## config.mk

```make
export PLATFORM = sky130hd
export DESIGN_NAME = sprite_plotter
export DESIGN_NICKNAME = d
export VERILOG_FILES = /design/src/rtl/sprite_plotter.sv
export SDC_FILE = /design/constraint.sdc
export NUM_CORES = 1
export LEC_CHECK = 0
export BUFFER_PORTS_ARGS = -buffer_cell sky130_fd_sc_hd__buf_2
export CORE_MARGIN = 1.5
export CORE_UTILIZATION = 45
export DETAILED_ROUTE_END_ITERATION = 6
export PLACE_DENSITY = 0.7
export SLEW_MARGIN = 20
export SYNTH_ARGS = -nofsm -noshare
export SYNTH_HDL_FRONTEND = slang
export SYNTH_SLANG_ARGS = --single-unit
```

## constraint.sdc

```tcl
create_clock -name clk -period 2.1 [get_ports clk]
set_input_delay 0.42 -clock clk [delete_from_list [all_inputs] [get_ports clk]]
set_output_delay 0.42 -clock clk [all_outputs]
set_load 0.03 [all_outputs]
```

## src/rtl/sprite_plotter.sv

```systemverilog
// sprite_plotter: rasterises a fixed-size sprite (gold, stone, hook or erase)
// into the VGA frame buffer write port, one pixel per cycle, in response to a
// level-held draw request. Answers with a one-cycle done pulse.
//
// Build option: define PLOTTER_CLIP_EN to suppress plot strobes for pixels
// whose untruncated coordinates fall outside SCREEN_W x SCREEN_H. Without it,
// coordinates wrap to the port width and every unmasked pixel is plotted.
//
// Pipeline: counter stage -> pixel stage -> output registers, so the pixel
// for DRAW cycle k reaches the ports two edges after that cycle starts, and
// done travels down the same pipe to stay aligned with the last pixel.

module sprite_plotter #(
  parameter int unsigned SPRITE_W = 8,
  parameter int unsigned SPRITE_H = 8,
  parameter int unsigned SCREEN_W = 160,
  parameter int unsigned SCREEN_H = 120
) (
  input  logic       clk,
  input  logic       resetn,
  input  logic       enable,
  input  logic [1:0] obj_type,
  input  logic [7:0] base_x,
  input  logic [6:0] base_y,
  output logic [7:0] vga_x,
  output logic [6:0] vga_y,
  output logic [2:0] vga_colour,
  output logic       plot,
  output logic       busy,
  output logic       done
);

  localparam int unsigned CXW = (SPRITE_W > 1) ? $clog2(SPRITE_W) : 1;
  localparam int unsigned CYW = (SPRITE_H > 1) ? $clog2(SPRITE_H) : 1;
  localparam logic [CXW-1:0] CX_LAST = CXW'(SPRITE_W - 1);
  localparam logic [CYW-1:0] CY_LAST = CYW'(SPRITE_H - 1);

`ifdef PLOTTER_CLIP_EN
  localparam bit CLIP_EN = 1'b1;
`else
  localparam bit CLIP_EN = 1'b0;
`endif

  localparam logic [2:0] COL_GOLD  = 3'b110;
  localparam logic [2:0] COL_STONE = 3'b111;
  localparam logic [2:0] COL_HOOK  = 3'b000;
  localparam logic [2:0] COL_ERASE = 3'b011;

  typedef enum logic [1:0] {
    S_IDLE    = 2'd0,
    S_DRAW    = 2'd1,
    S_DONE    = 2'd2,
    S_RELEASE = 2'd3
  } state_t;

  state_t         state_q;
  state_t         state_d;

  logic [1:0]     obj_q;
  logic [7:0]     bx_q;
  logic [6:0]     by_q;
  logic [CXW-1:0] cx_q;
  logic [CYW-1:0] cy_q;

  logic           accept_c;
  logic           draw_c;
  logic           last_c;
  logic           fin_c;

  logic [8:0]     x_wide_c;
  logic [7:0]     y_wide_c;
  logic           on_screen_c;
  logic           corner_c;
  logic           masked_c;
  logic           pix_plot_c;
  logic [2:0]     pix_colour_c;

  logic           p_valid_q;
  logic           p_plot_q;
  logic           p_done_q;
  logic [7:0]     p_x_q;
  logic [6:0]     p_y_q;
  logic [2:0]     p_colour_q;

  // State register
  always_ff @(posedge clk) begin
    if (!resetn) state_q <= S_IDLE;
    else         state_q <= state_d;
  end

  // Next-state logic
  always_comb begin
    state_d = state_q;
    case (state_q)
      S_IDLE:    if (accept_c) state_d = S_DRAW;
      S_DRAW:    if (last_c)   state_d = S_DONE;
      S_DONE:    state_d = enable ? S_RELEASE : S_IDLE;
      S_RELEASE: if (!enable)  state_d = S_IDLE;
      default:   state_d = S_IDLE;
    endcase
  end

  // FSM control decode; a new accept waits until the previous done has left the pipe
  always_comb begin
    accept_c = 1'b0;
    draw_c   = 1'b0;
    last_c   = 1'b0;
    fin_c    = 1'b0;
    case (state_q)
      S_IDLE:  accept_c = enable && (!busy || done);
      S_DRAW: begin
        draw_c = 1'b1;
        last_c = (cx_q == CX_LAST) && (cy_q == CY_LAST);
      end
      S_DONE:  fin_c = 1'b1;
      default: ;
    endcase
  end

  // Request latch and raster counters
  always_ff @(posedge clk) begin
    if (!resetn) begin
      obj_q <= 2'd0;
      bx_q  <= 8'd0;
      by_q  <= 7'd0;
      cx_q  <= '0;
      cy_q  <= '0;
    end else if (accept_c) begin
      obj_q <= obj_type;
      bx_q  <= base_x;
      by_q  <= base_y;
      cx_q  <= '0;
      cy_q  <= '0;
    end else if (draw_c) begin
      if (last_c) begin
        cx_q <= '0;
        cy_q <= '0;
      end else if (cx_q == CX_LAST) begin
        cx_q <= '0;
        cy_q <= cy_q + CYW'(1);
      end else begin
        cx_q <= cx_q + CXW'(1);
      end
    end
  end

  // Pixel address, corner mask, optional clip and colour for the current raster point
  always_comb begin
    x_wide_c    = {1'b0, bx_q} + 9'(cx_q);
    y_wide_c    = {1'b0, by_q} + 8'(cy_q);
    on_screen_c = (x_wide_c < 9'(SCREEN_W)) && (y_wide_c < 8'(SCREEN_H));
    corner_c    = ((cx_q == '0) || (cx_q == CX_LAST)) &&
                  ((cy_q == '0) || (cy_q == CY_LAST));
    // hook (2) and erase (3) are solid; gold and stone have transparent corners
    masked_c    = corner_c && !obj_q[1];
    pix_plot_c  = draw_c && !masked_c && (!CLIP_EN || on_screen_c);
    case (obj_q)
      2'd0:    pix_colour_c = COL_GOLD;
      2'd1:    pix_colour_c = COL_STONE;
      2'd2:    pix_colour_c = COL_HOOK;
      default: pix_colour_c = COL_ERASE;
    endcase
  end

  // Pixel stage register
  always_ff @(posedge clk) begin
    if (!resetn) begin
      p_valid_q  <= 1'b0;
      p_plot_q   <= 1'b0;
      p_done_q   <= 1'b0;
      p_x_q      <= 8'd0;
      p_y_q      <= 7'd0;
      p_colour_q <= 3'd0;
    end else begin
      p_valid_q  <= draw_c;
      p_plot_q   <= pix_plot_c;
      p_done_q   <= fin_c;
      p_x_q      <= x_wide_c[7:0];
      p_y_q      <= y_wide_c[6:0];
      p_colour_q <= pix_colour_c;
    end
  end

  // Output registers; address and colour hold their last drawn value between draws
  always_ff @(posedge clk) begin
    if (!resetn) begin
      vga_x      <= 8'd0;
      vga_y      <= 7'd0;
      vga_colour <= 3'd0;
      plot       <= 1'b0;
      done       <= 1'b0;
    end else begin
      plot <= p_plot_q;
      done <= p_done_q;
      if (p_valid_q) begin
        vga_x      <= p_x_q;
        vga_y      <= p_y_q;
        vga_colour <= p_colour_q;
      end
    end
  end

  // Busy spans accept through the done pulse; a same-edge re-accept keeps it high
  always_ff @(posedge clk) begin
    if (!resetn)       busy <= 1'b0;
    else if (accept_c) busy <= 1'b1;
    else if (done)     busy <= 1'b0;
  end

endmodule

```

**Word-level counts from Yosys, hierarchy flattened**

Index checks and enable logic that the tools add are counted.
Widths: inputs -> output; s select.

- Bits of input ports: 20
- Word-level logic and storage cells: 69
- Output and inout bits: 21
- Flip-flop bits (word level): 67

- Equal/unequal tests: 10
- Muxes and demuxes: 16
- Add/subtract/negate cells: 4
- Reduce and logical (&&, ||, !) cells: 20
- Bitwise logic cells: 1

Operator list:

| cell | count |
|---|---|
| $mux 3 | 4 |
| $pmux 3 s3 | 1 |
| $add 8x3->8 | 1 |
| $mux 2 | 4 |
| $pmux 2 s4 | 1 |
| $add 7x3->7 | 1 |
| $add 3x1->3 const B | 2 |
| $eq 2x2->1 const B | 3 |
| $eq 3x3->1 const B | 2 |
| $logic_not 3->1 | 2 |
| $mux 1 | 6 |
| $ne 2x2->1 const B | 3 |
| $logic_and 1x1->1 | 5 |
| $eq 2x1->1 const B | 2 |
| $logic_not 2->1 | 2 |
| $reduce_bool 2->1 | 2 |
| $logic_not 1->1 | 3 |
| $logic_or 1x1->1 | 3 |
| $reduce_and 3->1 | 1 |
| $reduce_and 2->1 | 1 |
| $reduce_or 2->1 | 1 |
| $not 1->1 | 1 |

**Logic depth before layout (Yosys ltp)**

Gate-level depths: netlist of the first run.

- Word-level depth: 6
- Gate-level depth with buffers: 7
- Mapped depth without buffers: 7

**Worst setup path after synthesis of the first run**

OpenSTA, ideal clock, no wires.

- Path type: flip-flop to flip-flop
- Start point: reg cy_q[0]
- End point: reg p_y_q[6]
- Slack: 0.457 ns
- Stages on the path, launching flop included: 8
- Period minus slack after synthesis: 1.643 ns
- Buffers on the path: 0
- Data required time: 1.985 ns
- Arrival: 1.528 ns
- Cells stage by stage: dfxtp_1 -> ha_1 -> inv_1 -> fa_1 -> nor2b_1 -> o2111ai_1 -> xnor2_1 -> and2_1

- Longest elaborated chain between the ends: 1

RTL lines:

| item | line | RTL |
|---|---|---|
| from (decl) | 63 | `logic [CYW-1:0] cy_q;` |
| from (signal assigned) | 140 | `cy_q <= cy_q + CYW'(1);` |
| $add 7x3->7 | 150 | `y_wide_c = {1'b0, by_q} + 8'(cy_q);` |
| to (signal assigned) | 179 | `p_y_q <= y_wide_c[6:0];` |
| to (decl) | 82 | `logic [6:0] p_y_q;` |

No other way between the ends.
A chain may end at the register's enable or synchronous reset.

**Final worst setup path of the first run**

Same ends and word-level chain as after synthesis.

==> results.py, run 1 <==
metrics = {
    "run_status": {
        "status": "completed",
    },
    "yosys": {
        "netlist_area_sq_mm": 0.00279,
        "synthFlopType": "dfxtp_1",
        "ys_seq_area_share_pct": 48.1,
        "ys_ff_latch": 67,
        "synth_edf_count": 0,
        "synthesis.instances": 270,
        "synth.avg_cell_area_sq_um": 10.3,
        "synth_warnings": 0,
        "synth_nets": 304,
        "async_flop_share_pct": 0,
        "synth_cell_type_count": 41,
    },
    "drt": {
        "detail-route-antenna-nets": 0,
        "drc": 0,
        "vias": 1879,
        "drt-pass1-iter-count": 4,
        "wire_per_inst_um": 11.8,
        "drt_iter0_drc": 88,
        "wl_um": 4650,
        "vias_per_cell": 4.76,
    },
    "worst_setup_path": {
        "worstReg2RegEnd": "p_y_q[6]$_SDFF_PN0_",
        "arrival_ps": 2020,
        "crit_chain": "ha_1 -> inv_1 -> fa_1 -> nor2b_1 -> o2111ai_1 -> xnor2_1 -> and2_1",
        "worstRegToRegCells": 7,
        "critical_path_required_ps": 2320,
        "r2r-start": "cy_q[0]$_SDFFE_PP0P_",
        "slowest_stage": "dfxtp_1",
        "worstSetupStartpointType": "register",
        "cp_top_family": "adder cells",
        "path_class": "reg2reg",
        "r2r_slack_ps": 310,
        "cp_max_fo": 5,
        "critPathLaunch": "cy_q[0]$_SDFFE_PP0P_",
        "timing.critical_path.buf_inv": 1,
        "critPathCaptureType": "register",
        "critPathMaxStageDelay_ps": 400,
    },
    "cts": {
        "cts.clk_slew.worst_paths_ps": 70,
        "clockBufferDepth": 2,
        "worstSkewPairLatency_ps": 330,
        "cts_setup_buffers": 0,
        "h-tree-depth": 3,
        "clock-sinks": 67,
        "clockRootBuffer": "clkbuf_8",
        "ctsResizeCount": 0,
        "hold_buffers": 0,
        "cts_tree": "built",
        "cts-buffers-inserted": 9,
    },
    "timing": {
        "fmax_ghz": 0.558,
        "setup_ws_ps": 308,
        "fin_hold_ws_ps": 324,
        "setup-tns-final_ps": 0,
        "period_share_pct": 85.3,
        "setup_viol": 0,
        "slew_viol_final": 0,
        "rsz0062_at_grt": "false",
        "slew_headroom_pct": 56.6,
        "worst_pin_slew_ps": 651,
        "finClkSkew_ps": 6.57,
        "fin_crit_ps": 1790,
        "hold_viol": 0,
    },
    "finish": {
        "layout_commonest_cell": "dfxtp_1",
        "fin_cells": 395,
        "drive_gt1_share_pct": 26.6,
        "stdcell_area_sq_mm": 0.00328,
        "final_cell_mix": "67 x dfxtp_1, 40 x buf_2, 30 x nand2_1, 26 x nor2b_1, 20 x mux2i_1",
        "num_antenna_cells": 0,
        "fin_util_pct": 55.0,
        "fillers": 536,
        "layout.nets": 349,
        "syn_to_final_growth_pct": 17.3,
    },
    "floorplanning": {
        "io_pins": 41,
        "die_y_um": 81.8,
        "num_rows": 28,
        "fp.dieArea_sq_mm": 0.00668,
        "floorplan.initialDensity_pct": 46.9,
        "core_sq_mm": 0.00596,
        "die_w_um": 81.8,
    },
    "placed_design": {
        "dpl.hpwl_um": 3300,
        "place_ws_ps": 329,
        "io_buffers": 40,
        "routabilityCongestion": 0.824,
        "placed_cell_area_sq_mm": 0.00306,
        "dp_cells": 379,
    },
    "grt": {
        "grt_use_total_pct": 15.9,
        "grt_pass1_wl_um": 7910,
        "grt_pass1_vias": 1797,
        "antenna_found_initial": 0,
        "grt_max_degree": 48,
        "overflow": 0,
    },
    "power_and_ir_drop": {
        "p_per_area_mw_per_mm2": 822,
        "fin_total_pwr_mw": 2.69,
        "ir_worst_vdd_mv": 0.400,
        "power_leakage_nw": 1.37,
    },
    "worst_hold_path": {
        "min_to": "by_q[3]$_SDFFE_PN0P_",
        "min-delay-path-class": "in2reg",
        "min_path_cells": 3,
        "worstHoldStart": "base_y[3]",
    },
    "run": {
        "maxCapViolations": 0,
    },
}
-- worst max path at each step --
stage | endpoint | slack (ps) | depth (start not counted)
floorplan | p_y_q[6]$_SDFF_PN0_ | 460 | 7
global placement | p_y_q[6]$_SDFF_PN0_ | 380 | 7
detailed placement | p_y_q[6]$_SDFF_PN0_ | 330 | 7
CTS | p_y_q[6]$_SDFF_PN0_ | 300 | 7
global route | p_y_q[6]$_SDFF_PN0_ | 170 | 7
finish | p_y_q[6]$_SDFF_PN0_ | 310 | 7
-- layout make-up --
class	count	area, sq um	share of cell area, %
multi-input combinational	186	1370	41.7
sequential	67	1340	40.9
timing repair buffer	45	238	7.26
clock buffer	12	165	5.04
tap	75	93.8	2.86
clock inverter	4	47.5	1.45
inverter	6	22.5	0.688
-- sequential cells by signal, indices dropped and copies added, names as in the netlist, 7 cells and up --
signal,cells
p_x_q,8
vga_x,8
p_y_q,7
bx_q,8
vga_y,7
by_q,7
-- cell usage after synthesis (2+ instances only) --
master,number,area share (%)
fa_1,2,1.4
nor2b_1,26,5.8
o2111ai_1,2,0.63
xnor2_1,5,1.6
nor3b_1,2,0.54
clkbuf_1,5,0.67
nand2_2,11,2.5
xor2_1,4,1.3
o21a_1,2,0.54
and2_1,15,3.4
a21boi_1,7,1.9
a21oi_1,13,2.3
a21boi_2,10,4.0
ha_1,12,5.4
buf_6,2,0.81
nor2_1,5,0.67
dfxtp_1,67,48
buf_2,3,0.54
mux2i_1,20,7.2
nand2_1,30,4.0
inv_1,6,0.81
nand3_1,2,0.36
-- routing by layer --
| layer | global-route usage [%] | part of all wire (%) |
|---|---|---|
| met5 | 0 | 0 |
| met4 | 10.2 | 2.5 |
| met3 | 3.78 | 3.7 |
| met2 | 24.4 | 44 |
| met1 | 19.8 | 50 |
-- where the power goes --
part | internal [mW] | switching, mW
clock network | 0.641 | 0.456
logic | 0.109 | 0.127
registers | 1.32 | 0.0363
-- worst min-delay path: stages --
cell	delay, ps
buf_2	100
nand2_1	50
a21boi_1	50
-- cell families (layout without fill, tap and decap cells) --
| group | after synthesis | in the layout | share of synthesized area [%] |
|---|---|---|---|
| adder cells (fa/ha/maj) | 14 | 14 | 6.81 |
| flip-flops | 67 | 67 | 48.1 |
| XOR/XNOR | 9 | 9 | 2.82 |
| buffers and inverters | 17 | 67 | 2.96 |
| AO/OA/AOI/OAI | 41 | 41 | 11.3 |
| AND/OR/NAND/NOR | 102 | 102 | 20.8 |
| multiplexers | 20 | 20 | 7.17 |
(Power assumes the default switching activity.)
==> inputs of run 2 (changes only) <==
--- a/config.mk
+++ b/config.mk
@@ -9,7 +9,7 @@
 export CORE_MARGIN = 1.5
 export CORE_UTILIZATION = 45
 export DETAILED_ROUTE_END_ITERATION = 6
-export PLACE_DENSITY = 0.7
+export PLACE_DENSITY = 0.73
 export SLEW_MARGIN = 20
 export SYNTH_ARGS = -nofsm -noshare
 export SYNTH_HDL_FRONTEND = slang
==> constraint.sdc (replaced) <==
create_clock -name clk -period 1.6 [get_ports clk]
set_input_delay 0.32 -clock clk [delete_from_list [all_inputs] [get_ports clk]]
set_output_delay 0.32 -clock clk [all_outputs]
set_load 0.03 [all_outputs]
==> run 2 against run 1 <==
  * Sequential power grew 31%
  * Cell area increased by 3.7%
  * Global-route usage grew 1.6 points
==> results.py, run 2 (same netlist as run 1, synthesis figures left out) <==
metrics = {
    "cts": {
        "clock-sinks": 67,
        "cts.clk_slew.worst_paths_ps": 70,
        "worstSkewPairLatency_ps": 340,
        "cts_setup_buffers": 0,
        "clockBufferDepth": 2,
        "clockRootBuffer": "clkbuf_8",
        "hold_buffers": 0,
        "cts_tree": "built",
        "h-tree-depth": 3,
        "cts-buffers-inserted": 9,
    },
    "finish": {
        "layout.nets": 360,
        "syn_to_final_growth_pct": 21.7,
        "fin_util_pct": 57.1,
        "drive_gt1_share_pct": 31.8,
        "multi_input_area_sq_mm": 0.00141,
        "stdcell_area_sq_mm": 0.00340,
        "top_regs": "bx_q: 8 flops, p_x_q: 8 flops, vga_x: 8 flops",
        "final_cell_mix": "64 x dfxtp_1, 40 x buf_2, 30 x nand2_1, 25 x nor2b_1, 20 x mux2i_1",
        "fin_cells": 405,
        "fillers": 525,
        "regArea_sq_mm": 0.00135,
        "num_antenna_cells": 0,
        "layout_commonest_cell": "dfxtp_1",
    },
    "timing": {
        "hold_viol": 0,
        "fin_hold_ws_ps": 217,
        "period_share_pct": 96.7,
        "fmax_ghz": 0.646,
        "finClkSkew_ps": 8.26,
        "rsz0062_at_grt": "true",
        "setup_ws_ps": 53.2,
        "slew_headroom_pct": 66.7,
        "slew_viol_final": 0,
        "setup-tns-final_ps": 0,
        "setup_viol": 0,
        "fin_crit_ps": 1550,
        "worst_pin_slew_ps": 500,
    },
    "grt": {
        "grt_pass1_wl_um": 8650,
        "grt_pass1_vias": 1919,
        "antenna_found_initial": 0,
        "overflow": 0,
        "grt_use_total_pct": 17.5,
        "grt_max_degree": 35,
    },
    "worst_setup_path": {
        "arrival_ps": 1770,
        "r2r_slack_ps": 50,
        "slowest_stage": "fa_2",
        "cp_num_cells": 7,
        "worstSetupStartpointType": "register",
        "r2r-start": "by_q[0]$_SDFFE_PN0P_",
        "critPathCaptureType": "register",
        "path_class": "reg2reg",
        "worstReg2RegEnd": "p_y_q[6]$_SDFF_PN0_",
        "critPathMaxStageDelay_ps": 360,
        "critPathLaunch": "by_q[0]$_SDFFE_PN0P_",
        "worstRegToRegCells": 7,
        "critPathCapture": "p_y_q[6]$_SDFF_PN0_",
        "critical_path_required_ps": 1830,
        "cp_max_fo": 3,
        "cp_top_family": "adder cells",
        "crit_chain": "ha_4 -> inv_2 -> fa_2 -> nor2b_4 -> o2111ai_2 -> xnor2_1 -> and2_1",
        "timing.critical_path.buf_inv": 1,
    },
    "floorplanning": {
        "floorplan.initialDensity_pct": 46.9,
        "core_sq_mm": 0.00596,
        "num_rows": 28,
        "io_pins": 41,
        "fp.dieArea_sq_mm": 0.00668,
        "die_w_um": 81.8,
        "die_y_um": 81.8,
    },
    "drt": {
        "wl_um": 5020,
        "vias_per_cell": 4.83,
        "drt_iter0_drc": 85,
        "detail-route-antenna-nets": 0,
        "wire_per_inst_um": 12.4,
        "drt-pass1-iter-count": 4,
        "vias": 1958,
        "drc": 0,
    },
    "placed_design": {
        "place_ws_ps": -71.2,
        "dp_cells": 390,
        "placed_cell_area_sq_mm": 0.00316,
        "dpl.hpwl_um": 3430,
        "io_buffers": 40,
        "routabilityCongestion": 0.806,
    },
    "power_and_ir_drop": {
        "ir_worst_vdd_mv": 0.468,
        "p_per_area_mw_per_mm2": 1030,
        "fin_total_pwr_mw": 3.49,
        "power_leakage_nw": 1.42,
    },
    "worst_hold_path": {
        "min-delay-path-class": "in2reg",
    },
    "run": {
        "maxCapViolations": 0,
    },
    "run_status": {
        "status": "completed",
    },
}
-- run 2: cell count changes in the layout (fill, tap and decap cells not counted), sizes merged --
| cell | before | now |
|---|---|---|
| clkinvlp | 1 | 0 |
| clkbuf | 12 | 13 |
| clkinv | 2 | 1 |
| buf | 45 | 56 |
-- run 2: worst min path at each step --
stage / start / cells past startpoint / endpoint / slack, ps
after floorplan: p_done_q$_SDFF_PN0_ / 1 / done$_SDFF_PN0_ / 410
after global placement: p_done_q$_SDFF_PN0_ / 1 / done$_SDFF_PN0_ / 420
after detailed placement: p_done_q$_SDFF_PN0_ / 1 / done$_SDFF_PN0_ / 430
after CTS: base_y[1] / 3 / by_q[1]$_SDFFE_PN0P_ / 210
after global routing: base_y[1] / 3 / by_q[1]$_SDFFE_PN0P_ / 210
final: base_y[0] / 3 / by_q[0]$_SDFFE_PN0P_ / 220
-- run 2: worst register-to-register path, stage by stage (launching register included) --
cell       delay [ps]
dfxtp_2           350
ha_4              140
inv_2              30
fa_2              360
nor2b_4           150
o2111ai_2         120
xnor2_1           140
and2_1            150
-- run 2: where the power goes --
group | internal [mW] | total, mW | leakage, nW | switching [mW]
registers | 1.74 | 1.78 | 0.546 | 0.0441
clock network | 0.795 | 1.37 | 0.0995 | 0.575
logic | 0.160 | 0.340 | 0.778 | 0.180
total | 2.69 | 3.49 | 1.42 | 0.800
-- run 2: per-layer routing --
layer  vias up  share of wire, %  global-route usage (%)
li1       1015                 -                       -
met4         0               2.6                    11.5
met3         9               3.5                    4.56
met5         -                 0                       0
met2        36                48                    27.4
met1       898                46                    21.0
-- run 2: cell type report --
type	instances	share of cell area (%)
Clock buffer	13	4.68
Clock inverter	2	1.03
Inverter	6	0.663
Multi-Input combinational cell	186	41.5
Sequential cell	67	39.6
Tap cell	75	2.76
Timing Repair Buffer	56	9.79
-- run 2: repair_timing --
| action | CTS | global route |
|---|---|---|
| setup endpoints to repair | 3 | 6 |
| endpoints found under the hold margin | 0 | 0 |
| pin swaps | 0 | 1 |
| resized for setup | 6 | 6 |
==> inputs of run 3 (changes only) <==
--- a/config.mk
+++ b/config.mk
@@ -5,10 +5,11 @@
 export SDC_FILE = /design/constraint.sdc
 export NUM_CORES = 1
 export LEC_CHECK = 0
-export BUFFER_PORTS_ARGS = -buffer_cell sky130_fd_sc_hd__buf_2
+export BUFFER_PORTS_ARGS = -buffer_cell sky130_fd_sc_hd__clkbuf_2
 export CORE_MARGIN = 1.5
 export CORE_UTILIZATION = 45
 export DETAILED_ROUTE_END_ITERATION = 6
+export MAX_ROUTING_LAYER = met4
 export PLACE_DENSITY = 0.73
 export SLEW_MARGIN = 20
 export SYNTH_ARGS = -nofsm -noshare
==> run 3 against run 2 <==
  * Flip-flop and latch count is the same
  * Clock skew shrank 2.6 ps
  * Global-route usage shrank 0.87 points
==> results.py, run 3 (same netlist as run 1, synthesis figures left out) <==
metrics = {
    "run_status": {
        "status": "completed",
    },
    "grt": {
        "grt_pass1_wl_um": 7980,
        "grt_use_total_pct": 16.6,
        "antenna_found_initial": 0,
        "overflow": 0,
        "grt_pass1_vias": 1793,
        "grt_max_degree": 35,
    },
    "timing": {
        "slew_headroom_pct": 79.1,
        "fin_hold_ws_ps": 197,
        "period_share_pct": 99.5,
        "finClkSkew_ps": 5.64,
        "setup_viol": 0,
        "fin_crit_ps": 1590,
        "worst_pin_slew_ps": 314,
        "rsz0062_at_grt": "true",
        "setup-tns-final_ps": 0,
        "fmax_ghz": 0.628,
        "slew_viol_final": 0,
        "hold_viol": 0,
    },
    "power_and_ir_drop": {
        "p_per_area_mw_per_mm2": 1020,
        "p_int_mw": 2.66,
        "power_leakage_nw": 1.40,
        "p_comb_share_pct": 9.7,
        "clock_power_share_pct": 39.0,
        "swShare_pct": 23.4,
        "p_switching_mw": 0.813,
        "pwr-share-seq_pct": 51.3,
        "ir_worst_vdd_mv": 0.422,
    },
    "worst_setup_path": {
        "path_class": "reg2reg",
        "critPathMaxStageDelay_ps": 410,
        "worstSetupStartpointType": "register",
        "critical_path_required_ps": 1830,
        "critPathCaptureType": "register",
        "crit_chain": "ha_4 -> inv_2 -> fa_2 -> nor2b_4 -> o2111ai_2 -> xnor2_1 -> and2_1",
        "slowest_stage": "fa_2",
        "cp_max_fo": 3,
        "arrival_ps": 1830,
    },
    "finish": {
        "layout_commonest_cell": "dfxtp_1",
        "num_antenna_cells": 0,
        "fillers": 558,
        "drive_gt1_share_pct": 31.9,
        "layout.nets": 361,
        "fin_util_pct": 56.9,
        "syn_to_final_growth_pct": 21.5,
        "top_regs": "bx_q: 8 flops, p_x_q: 8 flops, vga_x: 8 flops",
        "final_cell_mix": "64 x dfxtp_1, 40 x clkbuf_2, 30 x nand2_1, 25 x nor2b_1, 20 x mux2i_1",
    },
    "placed_design": {
        "io_buffers": 40,
        "routabilityCongestion": 0.804,
        "dpl.hpwl_um": 3570,
    },
    "cts": {
        "cts-buffers-inserted": 9,
        "worstSkewPairLatency_ps": 340,
        "hold_buffers": 0,
        "clockBufferDepth": 2,
        "clockRootBuffer": "clkbuf_8",
        "cts_tree": "built",
        "h-tree-depth": 3,
        "cts.clk_slew.worst_paths_ps": 70,
        "clock-sinks": 67,
    },
    "drt": {
        "vias": 1970,
        "wire_per_inst_um": 12.1,
        "drt-pass1-iter-count": 4,
        "detail-route-antenna-nets": 0,
        "wl_um": 4930,
        "drt_iter0_drc": 80,
        "vias_per_cell": 4.84,
        "drc": 0,
    },
    "floorplanning": {
        "die_w_um": 81.8,
        "core_sq_mm": 0.00596,
        "io_pins": 41,
        "fp.dieArea_sq_mm": 0.00668,
        "die_y_um": 81.8,
        "num_rows": 28,
        "floorplan.initialDensity_pct": 46.9,
    },
    "run": {
        "maxCapViolations": 0,
    },
    "worst_hold_path": {
        "min-delay-path-class": "in2reg",
    },
}
run 3: cell types whose count changed in the layout (fill, tap and decap cells not counted):
cell / change
clkbuf_8: -1
clkbuf_2: +40
a21oi_2: -1
o21ai_1: -1
ha_1: -2
ha_2: +2
dfxtp_2: -1
a21oi_1: +1
clkbuf_1: +2
o21ai_0: +1
dfxtp_4: +1
buf_12: -1
buf_4: +2
buf_2: -40
run 3: cell type report:
class	count	area [sq um]	area share, %
Inverter	6	22.5	0.664
Multi-Input combinational cell	186	1410	41.6
Clock buffer	14	153	4.50
Timing Repair Buffer	57	328	9.67
Clock inverter	2	35.0	1.03
Tap cell	75	93.8	2.77
Sequential cell	67	1350	39.7
run 3: repair_timing:
action                                  CTS  global route
resized for setup                         4             9
pin swaps                                 0             6
cloned                                    0             0
endpoints found under the setup margin    3             5
setup buffers                             0             0
run 3: critical path, delay by kind of cell, from the launching register on:
family,cells,cell delay (ps)
AOI/OAI and AO/OA,1,140
buffers and inverters,1,40
DFF,1,360
adders and majority gates,2,540
and+or+nand+nor,2,280
xor gates and xnor gates,1,140
run 3: power by group through the flow:
| stage | registers [mW] | clock network, mW | logic [mW] |
|---|---|---|---|
| after floorplan | 1.83 | 0 | 0.222 |
| after global placement | 1.81 | 0 | 0.332 |
| after CTS | 1.78 | 1.39 | 0.340 |
| after detailed placement | 1.82 | 0 | 0.337 |
| after global routing | 1.79 | 1.46 | 0.374 |
| final | 1.78 | 1.35 | 0.337 |
run 3: worst paths after layout:
path                   startpoint  slack [ps]                   end  depth (start not counted)
min reg2reg   p_plot_q$_SDFF_PN0_         440       plot$_SDFF_PN0_                          1
max          cy_q[0]$_SDFFE_PP0P_           8   p_y_q[6]$_SDFF_PN0_                          7
max reg2reg  cy_q[0]$_SDFFE_PP0P_           8   p_y_q[6]$_SDFF_PN0_                          7
min                     base_y[4]         200  by_q[4]$_SDFFE_PN0P_                          3
run 3: layer usage:
metal | up-vias | GRT usage (%) | routed length, um
li1 | 1015 | - | -
met1 | 904 | 20.1 | 2380
met2 | 42 | 25.1 | 2230
met3 | 9 | 4.33 | 208
met4 | 0 | 9.15 | 112
met5 | - | - | 0
run 3: stage by stage:
step | worst slack (ps) | power [mW] | instance area (sq um) | std cells
4_1_cts | 1.50 | 3.51 | 3360 | 407
6_report | 7.91 | 3.47 | 3390 | 407
2_1_floorplan | -3.81 | 2.05 | 2800 | 270
5_1_grt | -90.8 | 3.63 | 3390 | 407
3_5_place_dp | -68.5 | 2.15 | 3160 | 391
3_3_place_gp | -21.9 | 2.15 | 3160 | 391
